## src/rtl/div_ctrl.sv

```systemverilog
`default_nettype none
// ============================================================================
// Module   : div_ctrl
// Purpose  : Control FSM for an ITER-bit non-restoring divider. Sequences the
//            external A/Q/M datapath through load, ITER shift/add-sub/set-bit
//            iterations, a final remainder correction and two output strobes
//            (quotient first, remainder second).
// Options  : DIV_CTRL_DBZ_EN - when defined, a CHK state after the divisor
//            load aborts divide-by-zero through ERR with a one-cycle err.
// Revision : 1.0 - initial release
// ============================================================================
module div_ctrl #(
  parameter int ITER = 8
) (
  input  logic clk,
  input  logic rst,
  input  logic start,
  input  logic a_msb,
  input  logic m_zero,
  output logic ld_q,
  output logic ld_m,
  output logic clr_a,
  output logic shift_aq,
  output logic ld_sum,
  output logic sel_sub,
  output logic set_lsb,
  output logic q_lsb,
  output logic ld_out,
  output logic busy,
  output logic done,
  output logic err
);

  localparam int              CW     = (ITER > 1) ? $clog2(ITER) : 1;
  localparam logic [CW-1:0]   C_LAST = CW'(ITER - 1);
  localparam logic [CW-1:0]   C_ONE  = CW'(1);

  typedef enum logic [3:0] {
    S_IDLE    = 4'd0,
    S_LOAD_Q  = 4'd1,
    S_LOAD_M  = 4'd2,
    S_SHIFT   = 4'd3,
    S_ADDSUB  = 4'd4,
    S_SETQ    = 4'd5,
    S_CORRECT = 4'd6,
    S_OUT_Q   = 4'd7,
    S_OUT_R   = 4'd8,
    S_DONE    = 4'd9
`ifdef DIV_CTRL_DBZ_EN
    ,
    S_CHK     = 4'd10,
    S_ERR     = 4'd11
`endif
  } state_t;

  state_t          r_state;
  state_t          w_nxt;
  logic [CW-1:0]   r_cnt;
  logic            r_sign;

  // Registered strobes, each decoded from the state being entered
  logic r_ld_q, r_ld_m, r_clr_a, r_shift, r_sum_addsub, r_sel_sub;
  logic r_set_lsb, r_corr, r_ld_out, r_busy, r_done;
`ifdef DIV_CTRL_DBZ_EN
  logic r_err;
`endif

  // Next-state decode
  always_comb begin
    w_nxt = r_state;
    case (r_state)
      S_IDLE:    if (start) w_nxt = S_LOAD_Q;
      S_LOAD_Q:  w_nxt = S_LOAD_M;
`ifdef DIV_CTRL_DBZ_EN
      S_LOAD_M:  w_nxt = S_CHK;
      S_CHK:     w_nxt = m_zero ? S_ERR : S_SHIFT;
      S_ERR:     w_nxt = S_IDLE;
`else
      S_LOAD_M:  w_nxt = S_SHIFT;
`endif
      S_SHIFT:   w_nxt = S_ADDSUB;
      S_ADDSUB:  w_nxt = S_SETQ;
      S_SETQ:    w_nxt = (r_cnt == C_LAST) ? S_CORRECT : S_SHIFT;
      S_CORRECT: w_nxt = S_OUT_Q;
      S_OUT_Q:   w_nxt = S_OUT_R;
      S_OUT_R:   w_nxt = S_DONE;
      S_DONE:    w_nxt = S_IDLE;
      default:   w_nxt = S_IDLE;
    endcase
  end

  // State, iteration counter, captured sign and registered Moore outputs
  always_ff @(posedge clk) begin
    if (!rst) begin
      r_state      <= S_IDLE;
      r_cnt        <= '0;
      r_sign       <= 1'b0;
      r_ld_q       <= 1'b0;
      r_ld_m       <= 1'b0;
      r_clr_a      <= 1'b0;
      r_shift      <= 1'b0;
      r_sum_addsub <= 1'b0;
      r_sel_sub    <= 1'b0;
      r_set_lsb    <= 1'b0;
      r_corr       <= 1'b0;
      r_ld_out     <= 1'b0;
      r_busy       <= 1'b0;
      r_done       <= 1'b0;
`ifdef DIV_CTRL_DBZ_EN
      r_err        <= 1'b0;
`endif
    end else begin
      r_state <= w_nxt;

      case (r_state)
        S_LOAD_Q: begin
          r_cnt  <= '0;
          r_sign <= 1'b0;
        end
        // Sign before the shift decides subtract (A>=0) or add (A<0)
        S_SHIFT:  r_sign <= a_msb;
        S_SETQ:   r_cnt  <= (r_cnt == C_LAST) ? '0 : r_cnt + C_ONE;
        default:  ;
      endcase

      r_ld_q       <= (w_nxt == S_LOAD_Q);
      r_ld_m       <= (w_nxt == S_LOAD_M);
      r_clr_a      <= (w_nxt == S_LOAD_Q);
      r_shift      <= (w_nxt == S_SHIFT);
      r_sum_addsub <= (w_nxt == S_ADDSUB);
      // ADDSUB is only entered from SHIFT, where the sign register takes
      // a_msb on this same edge, so ~a_msb here equals ~sign during ADDSUB
      r_sel_sub    <= (w_nxt == S_ADDSUB) && !a_msb;
      r_set_lsb    <= (w_nxt == S_SETQ);
      r_corr       <= (w_nxt == S_CORRECT);
      r_ld_out     <= (w_nxt == S_OUT_Q) || (w_nxt == S_OUT_R);
      r_done       <= (w_nxt == S_DONE);
`ifdef DIV_CTRL_DBZ_EN
      r_busy       <= !(w_nxt inside {S_IDLE, S_DONE, S_ERR});
      r_err        <= (w_nxt == S_ERR);
`else
      r_busy       <= !(w_nxt inside {S_IDLE, S_DONE});
`endif
    end
  end

  // The quotient bit and the restore add depend on the live A sign, which
  // only settles inside SETQ/CORRECT, so they are gated rather than registered
  assign ld_q     = r_ld_q;
  assign ld_m     = r_ld_m;
  assign clr_a    = r_clr_a;
  assign shift_aq = r_shift;
  assign ld_sum   = r_sum_addsub | (r_corr & a_msb);
  assign sel_sub  = r_sel_sub;
  assign set_lsb  = r_set_lsb;
  assign q_lsb    = r_set_lsb & ~a_msb;
  assign ld_out   = r_ld_out;
  assign busy     = r_busy;
  assign done     = r_done;

`ifdef DIV_CTRL_DBZ_EN
  assign err = r_err;
`else
  logic w_unused_m_zero;
  assign w_unused_m_zero = m_zero;
  assign err = 1'b0;
`endif

endmodule
`default_nettype wire

```

## config.mk

```make
export PLATFORM = sky130hd
export DESIGN_NAME = div_ctrl
export DESIGN_NICKNAME = d
export VERILOG_FILES = /design/src/rtl/div_ctrl.sv
export SDC_FILE = /design/constraint.sdc
export NUM_CORES = 1
export LEC_CHECK = 0
export CAP_MARGIN = 20
export CORE_MARGIN = 2
export CORE_UTILIZATION = 47
export DETAILED_ROUTE_END_ITERATION = 10
export PLACE_DENSITY = 0.84
export SETUP_SLACK_MARGIN = 0.05
export SYNTH_ARGS = -nofsm -noshare
export SYNTH_HDL_FRONTEND = slang
export SYNTH_SLANG_ARGS = --single-unit
```

## constraint.sdc

```tcl
create_clock -name clk -period 1.8 [get_ports clk]
set_input_delay 0.36 -clock clk [delete_from_list [all_inputs] [get_ports clk]]
set_output_delay 0.36 -clock clk [all_outputs]
set_load 0.1 [all_outputs]
```

==> results of run 1 <==
-- per-layer routing --
metal  track usage, %  vias to the layer above
met2            30.59                       15
li1                 -                      289
met1            17.90                      273
met3            3.673                        7
met5                0                        -
met4            9.697                        0
-- cells in the mapped netlist (2+ instances only) --
| library cell | count | area, µm² |
|---|---|---|
| dfxtp_1 | 17 | 340.3 |
| nand2_1 | 5 | 18.77 |
| a21boi_1 | 4 | 30.03 |
| a21o_1 | 3 | 22.52 |
| a21oi_1 | 3 | 15.01 |
| buf_4 | 3 | 22.52 |
| inv_1 | 3 | 11.26 |
| nor2_1 | 3 | 11.26 |
| nor2b_1 | 3 | 18.77 |
| buf_6 | 2 | 22.52 |
| ha_1 | 2 | 25.02 |
| nand2b_1 | 2 | 12.51 |
| nand3_1 | 2 | 10.01 |
| nor3_1 | 2 | 10.01 |
| nor3b_1 | 2 | 15.01 |
| nor3b_2 | 2 | 25.02 |
-- critical path, cell delays in order --
cell and delay [ns]:
clkdlybuf4s50_1 0.58, a21o_1 0.19, buf_12 0.18
-- per-stage QoR --
stage,cell area (µm²),total power [µW],util [%],hold slack [ns],cells
2_1_floorplan,774.5,696.5,-,0.4307,77
3_3_place_gp,1013,797.0,66.50,0.4418,103
3_5_place_dp,1013,808.6,66.50,0.4503,103
4_1_cts,1040,1010,68.23,0.4644,107
5_1_grt,1046,1048,68.64,0.4933,107
6_report,1046,1006,68.64,0.4606,107
-- cells in the final DEF, fill, tap and decap left out, types with 3 or more instances in the layout --
master,instances
a21boi_1,4
a21o_1,3
a21oi_1,3
buf_12,11
buf_4,3
clkbuf_4,3
clkdlybuf4s50_1,3
dfxtp_1,16
inv_1,3
nand2_1,5
nor2_1,3
-- final cells by class --
cell class	instances	area, µm²
Fill cell	110	478.0
Clock buffer	4	26.28
Tap cell	16	20.02
Sequential cell	17	341.6
Timing Repair Buffer	17	272.8
Multi-Input combinational cell	50	374.1
Inverter	3	11.26
-- logic make-up (layout without fill, tap and decap cells) --
| group | after synthesis | count (layout) |
|---|---|---|
| buffers and inverters | 10 | 24 |
| AND/OR/NAND/NOR | 33 | 33 |
| XOR/XNOR | 1 | 1 |
| AO/OA/AOI/OAI | 13 | 13 |
| adder cells (fa/ha/maj) | 2 | 2 |
| flip-flops | 17 | 17 |
| other | 1 | 1 |
-- worst max-delay path by stage --
stage / from / endpoint / cells past startpoint / slack [ns]
after global routing: r_cnt[0] / shift_aq / 6 / 0.09
after detailed placement: a_msb / ld_sum / 3 / 0.12
final: a_msb / ld_sum / 3 / 0.12
after global placement: a_msb / ld_sum / 3 / 0.15
after floorplan: clr_a / ld_q / 1 / 0.08
after CTS: a_msb / ld_sum / 3 / 0.12
-- what timing repair did --
item                       CTS  global route
setup endpoints to repair    0             3
setup buffers                0             0
hold endpoints to repair     0             0
resized for setup            0             1
-- power breakdown --
| group | switching [µW] | internal [µW] |
|---|---|---|
| clock | 119 | 86.3 |
| sequential | 32.5 | 400 |
| combinational | 224 | 145 |
| total | 375 | 631 |
==> impl_metrics.ini, run 1 <==
[outcome]
status = finished clean

[detailed_routing]
post_drt_wl_per_cell_um = 12.99
drtIter0Drc = 11
wirelength_mm = 1.390
wl_met1_um = 584
wl_met3_um = 50
antenna_left = 0
dr.pass1.iters = 4
top_layer = met4
routed_via_density = 5.458
wl_met2_um = 712
num_vias = 584
drc_errors = 0

[critical_path]
required_ns = 1.44
r2r_slack_ns = 0.21
r2r-end = r_corr
r2r_cells = 6
r2r-start = r_cnt[0]
critPathKind = primary input to output pin
worstPathMaxFanout = 3
arrival_ns = 1.32
endpoint_kind = output pin
cp-start-kind = primary input

[grt]
grt_pass1_vias = 574
antenna_found_initial = 0
grt_overflow = 0
grt_max_degree = 13
grt_pass1_wl_mm = 2.359
grt.total_usage_pct = 16.92

[hold_path]
holdPathStages = 2
hold_start = r_cnt[2]
hold_path_class = flip-flop to flip-flop
min_to = r_cnt[2]

[logic_synthesis]
synth_top_family_by_area = simple AND/OR/NAND/NOR gates
synth_edf_count = 0
synth_compound_area_share_pct = 13.07
synthArstFlopShare_pct = 0
syn-cell-area_um2 = 765.7
ys.flop_type = dfxtp_1
synth_xor_area_share_pct = 1.144
ys_ff_latch = 17
synthCells = 77
synth_nets = 84
synth_fa_ha_area_share_pct = 3.268
ys_seq_area_share_pct = 44.44
synth_cell_types = 35
synth_mux_area_share_pct = 0
synth_simple_gate_area_share_pct = 29.08
avgSynthCellArea_um2 = 9.945
yosys_warnings = 0

[sta]
skew_ns = 0.006214
rsz0062_at_grt = no
final.min_clock_period_ns = 1.679
setup_slack_ns = 0.1211
tns_ns = 0
hold_viol_final = 0
final-setup-viol-count = 0
final_max_slew_viol_count = 0
max_freq_mhz = 595.6
timing.final.crit_share_pct = 93.27

[place]
io_buffers = 14
gp_congestion = 0.8025
dp_hpwl_mm = 1.067
dp_slack_ns = 0.1174

[die]
dieHeight_um = 44.37
die_w_um = 44.37
initial_core_util_pct = 50.25
ios = 17
core_mm2 = 0.001524
rows = 14
die-area_mm2 = 0.001968

[cells_and_area]
nets = 99
drive_above_1_share_pct = 28.57
largest_reg_flops = 4
reg_top3 = r_state x4, r_cnt x3
area_delta_synth_final_pct = 36.60
top_register = r_state
antenna_cells = 0

[cts]
clk_pin_slew_worst_paths_ns = 0.10
cts_tree = built
cts.sinks = 17
clk_path_buf_depth = 2
numCtsBuffers = 3
clock_latency_ns = 0.29
htree_levels = 1
cts_hold_buf = 0
cts_root_buf = clkbuf_4

[job]
maxCapViolations = 0

[power]
powerDensity_mw_per_mm2 = 962.0
irDropWorstVdd_mv = 0.4977
p_leak_uw = 0.0004216
Power figures use the tool's default switching activity.
==> run 2: changes to the inputs <==
--- a/config.mk
+++ b/config.mk
@@ -11,6 +11,7 @@
 export DETAILED_ROUTE_END_ITERATION = 10
 export PLACE_DENSITY = 0.84
 export SETUP_SLACK_MARGIN = 0.05
+export SLEW_MARGIN = 0
 export SYNTH_ARGS = -nofsm -noshare
 export SYNTH_HDL_FRONTEND = slang
 export SYNTH_SLANG_ARGS = --single-unit
==> results of run 2 <==
Final layout, timing and power as in run 1 (identical DEF).
==> run 3: changes to the inputs <==
--- a/config.mk
+++ b/config.mk
@@ -7,9 +7,9 @@
 export LEC_CHECK = 0
 export CAP_MARGIN = 20
 export CORE_MARGIN = 2
-export CORE_UTILIZATION = 47
+export CORE_UTILIZATION = 45
 export DETAILED_ROUTE_END_ITERATION = 10
-export PLACE_DENSITY = 0.84
+export PLACE_DENSITY = 0.81
 export SETUP_SLACK_MARGIN = 0.05
 export SLEW_MARGIN = 0
 export SYNTH_ARGS = -nofsm -noshare
==> impl_metrics.ini, run 3 (synthesis gave the netlist of run 1 again) <==
[detailed_routing]
routed_via_density = 5.444
num_vias = 588
post_drt_wl_per_cell_um = 12.85
drtIter0Drc = 7
drc_errors = 0
antenna_left = 0
wirelength_mm = 1.388
dr.pass1.iters = 4

[hold_path]
hold_start = r_cnt[1]
hold_path_class = flip-flop to flip-flop

[critical_path]
path_delay_family = buffers and inverters
crit_buf_inv = 2
worstPathMaxFanout = 3
arrival_ns = 1.30
cp-startpoint = a_msb
cp-start-kind = primary input
crit_slowest_cell = clkdlybuf4s50_1
cpPeakStageDelay_ns = 0.57
critPathKind = primary input to output pin
crit_chain = clkdlybuf4s50_1 > a21o_1 > buf_12
endpoint_kind = output pin
r2r-start = r_cnt[0]
required_ns = 1.44

[cts]
clk_path_buf_depth = 2
clk_pin_slew_worst_paths_ns = 0.10
numCtsBuffers = 3
cts_hold_buf = 0
cts_tree = built
cts_root_buf = clkbuf_4
cts.sinks = 17
htree_levels = 1
clock_latency_ns = 0.29

[cells_and_area]
top_register = r_state
largest_reg_flops = 4
reg_top3 = r_state x4, r_cnt x3
nFillCells = 120
final_common_cell = dfxtp_1
finalInstanceArea_mm2 = 0.001055
antenna_cells = 0
area_delta_synth_final_pct = 37.74
final_cell_mix = dfxtp_1, buf_12, nand2_1
nets = 100
drive_above_1_share_pct = 30.43

[sta]
hold_viol_final = 0
timing.final.crit_share_pct = 92.14
final.min_clock_period_ns = 1.658
setup_slack_ns = 0.1415
hold_ws_ns = 0.4644
final_max_slew_viol_count = 0
skew_ns = 0.001030
max_freq_mhz = 603.0
final-setup-viol-count = 0
rsz0062_at_grt = no
tns_ns = 0

[die]
ios = 17
initial_core_util_pct = 49.12
rows = 14
dieHeight_um = 45.25
die_w_um = 45.25
core_mm2 = 0.001559
die-area_mm2 = 0.002048

[place]
gp_congestion = 0.7869
dp_slack_ns = 0.1297
postPlaceCellArea_mm2 = 0.001021
dp_hpwl_mm = 1.094
io_buffers = 14

[grt]
antenna_found_initial = 0
grt_max_degree = 13
grt_overflow = 0
grt.total_usage_pct = 16.92
grt_pass1_wl_mm = 2.415
grt_pass1_vias = 582

[power]
irDropWorstVdd_mv = 0.6624
p_int_uw = 628.7
switching_share_pct = 37.42
clockPowerShare_pct = 20.3
p_leak_uw = 0.0004292
p_sw_uw = 376.0
powerDensity_mw_per_mm2 = 952.6
seqPwrFrac_pct = 43.0
comb_power_share_pct = 36.8

[outcome]
status = finished clean

[job]
maxCapViolations = 0
run 3: cell types whose count changed in the layout (fill, tap and decap cells not counted), sizes merged:
cell	previous run	this run
buf	14	15
clkbuf	4	3
clkinv	0	1
run 3: what timing repair did:
| item | 4_1_cts | 5_1_grt |
|---|---|---|
| endpoints found under the setup margin | 0 | 5 |
| resized for setup | 0 | 1 |
| setup buffers | 0 | 0 |
run 3: cell type report:
type                    instances  area (µm²)  share of cell area, %
clock buffers                   3       22.52                  2.135
multi-input cells              50       374.1                  35.47
flip-flops and latches         17       341.6                  32.38
clock inverters                 1       5.005                 0.4745
inverters                       3       11.26                  1.068
repair buffers                 18       280.3                  26.57
well taps                      16       20.02                  1.898
run 3: power groups by stage:
stage	Combinational [µW]	Clock, µW	Sequential, µW
after floorplan	181	0	516
after global placement	363	0	438
after detailed placement	369	0	440
after CTS	369	209	432
after global routing	386	223	436
final	369	204	432
run 3: path summary, 6_finish.rpt:
kind	end	slack (ns)	cells past startpoint
hold reg to reg	r_cnt[1]	0.46	2
hold / removal	r_cnt[1]	0.46	2
setup reg to reg	r_corr	0.20	6
setup / recovery	ld_sum	0.14	3
run 3: worst min-delay path: stages (launching register included):
cell      delay, ns
dfxtp_1        0.33
nand2_1        0.05
a21boi_1       0.05
run 3: per-stage QoR:
stage	instances	utilization, %	total power, µW
2_1_floorplan	77	-	696.5
4_1_cts	108	67.26	1009
5_1_grt	108	67.66	1045
3_5_place_dp	104	65.49	809.5
6_report	108	67.66	1005
3_3_place_gp	104	65.49	800.6
run 3: layer usage:
| metal | wire length [µm] | up-vias | track usage (%) |
|---|---|---|---|
| met1 | 583 | 281 | 18.95 |
| met5 | 0 | - | 0 |
| met2 | 726 | 12 | 28.29 |
| met4 | 35 | 0 | 12.94 |
| met3 | 42 | 4 | 2.800 |
| li1 | - | 291 | - |
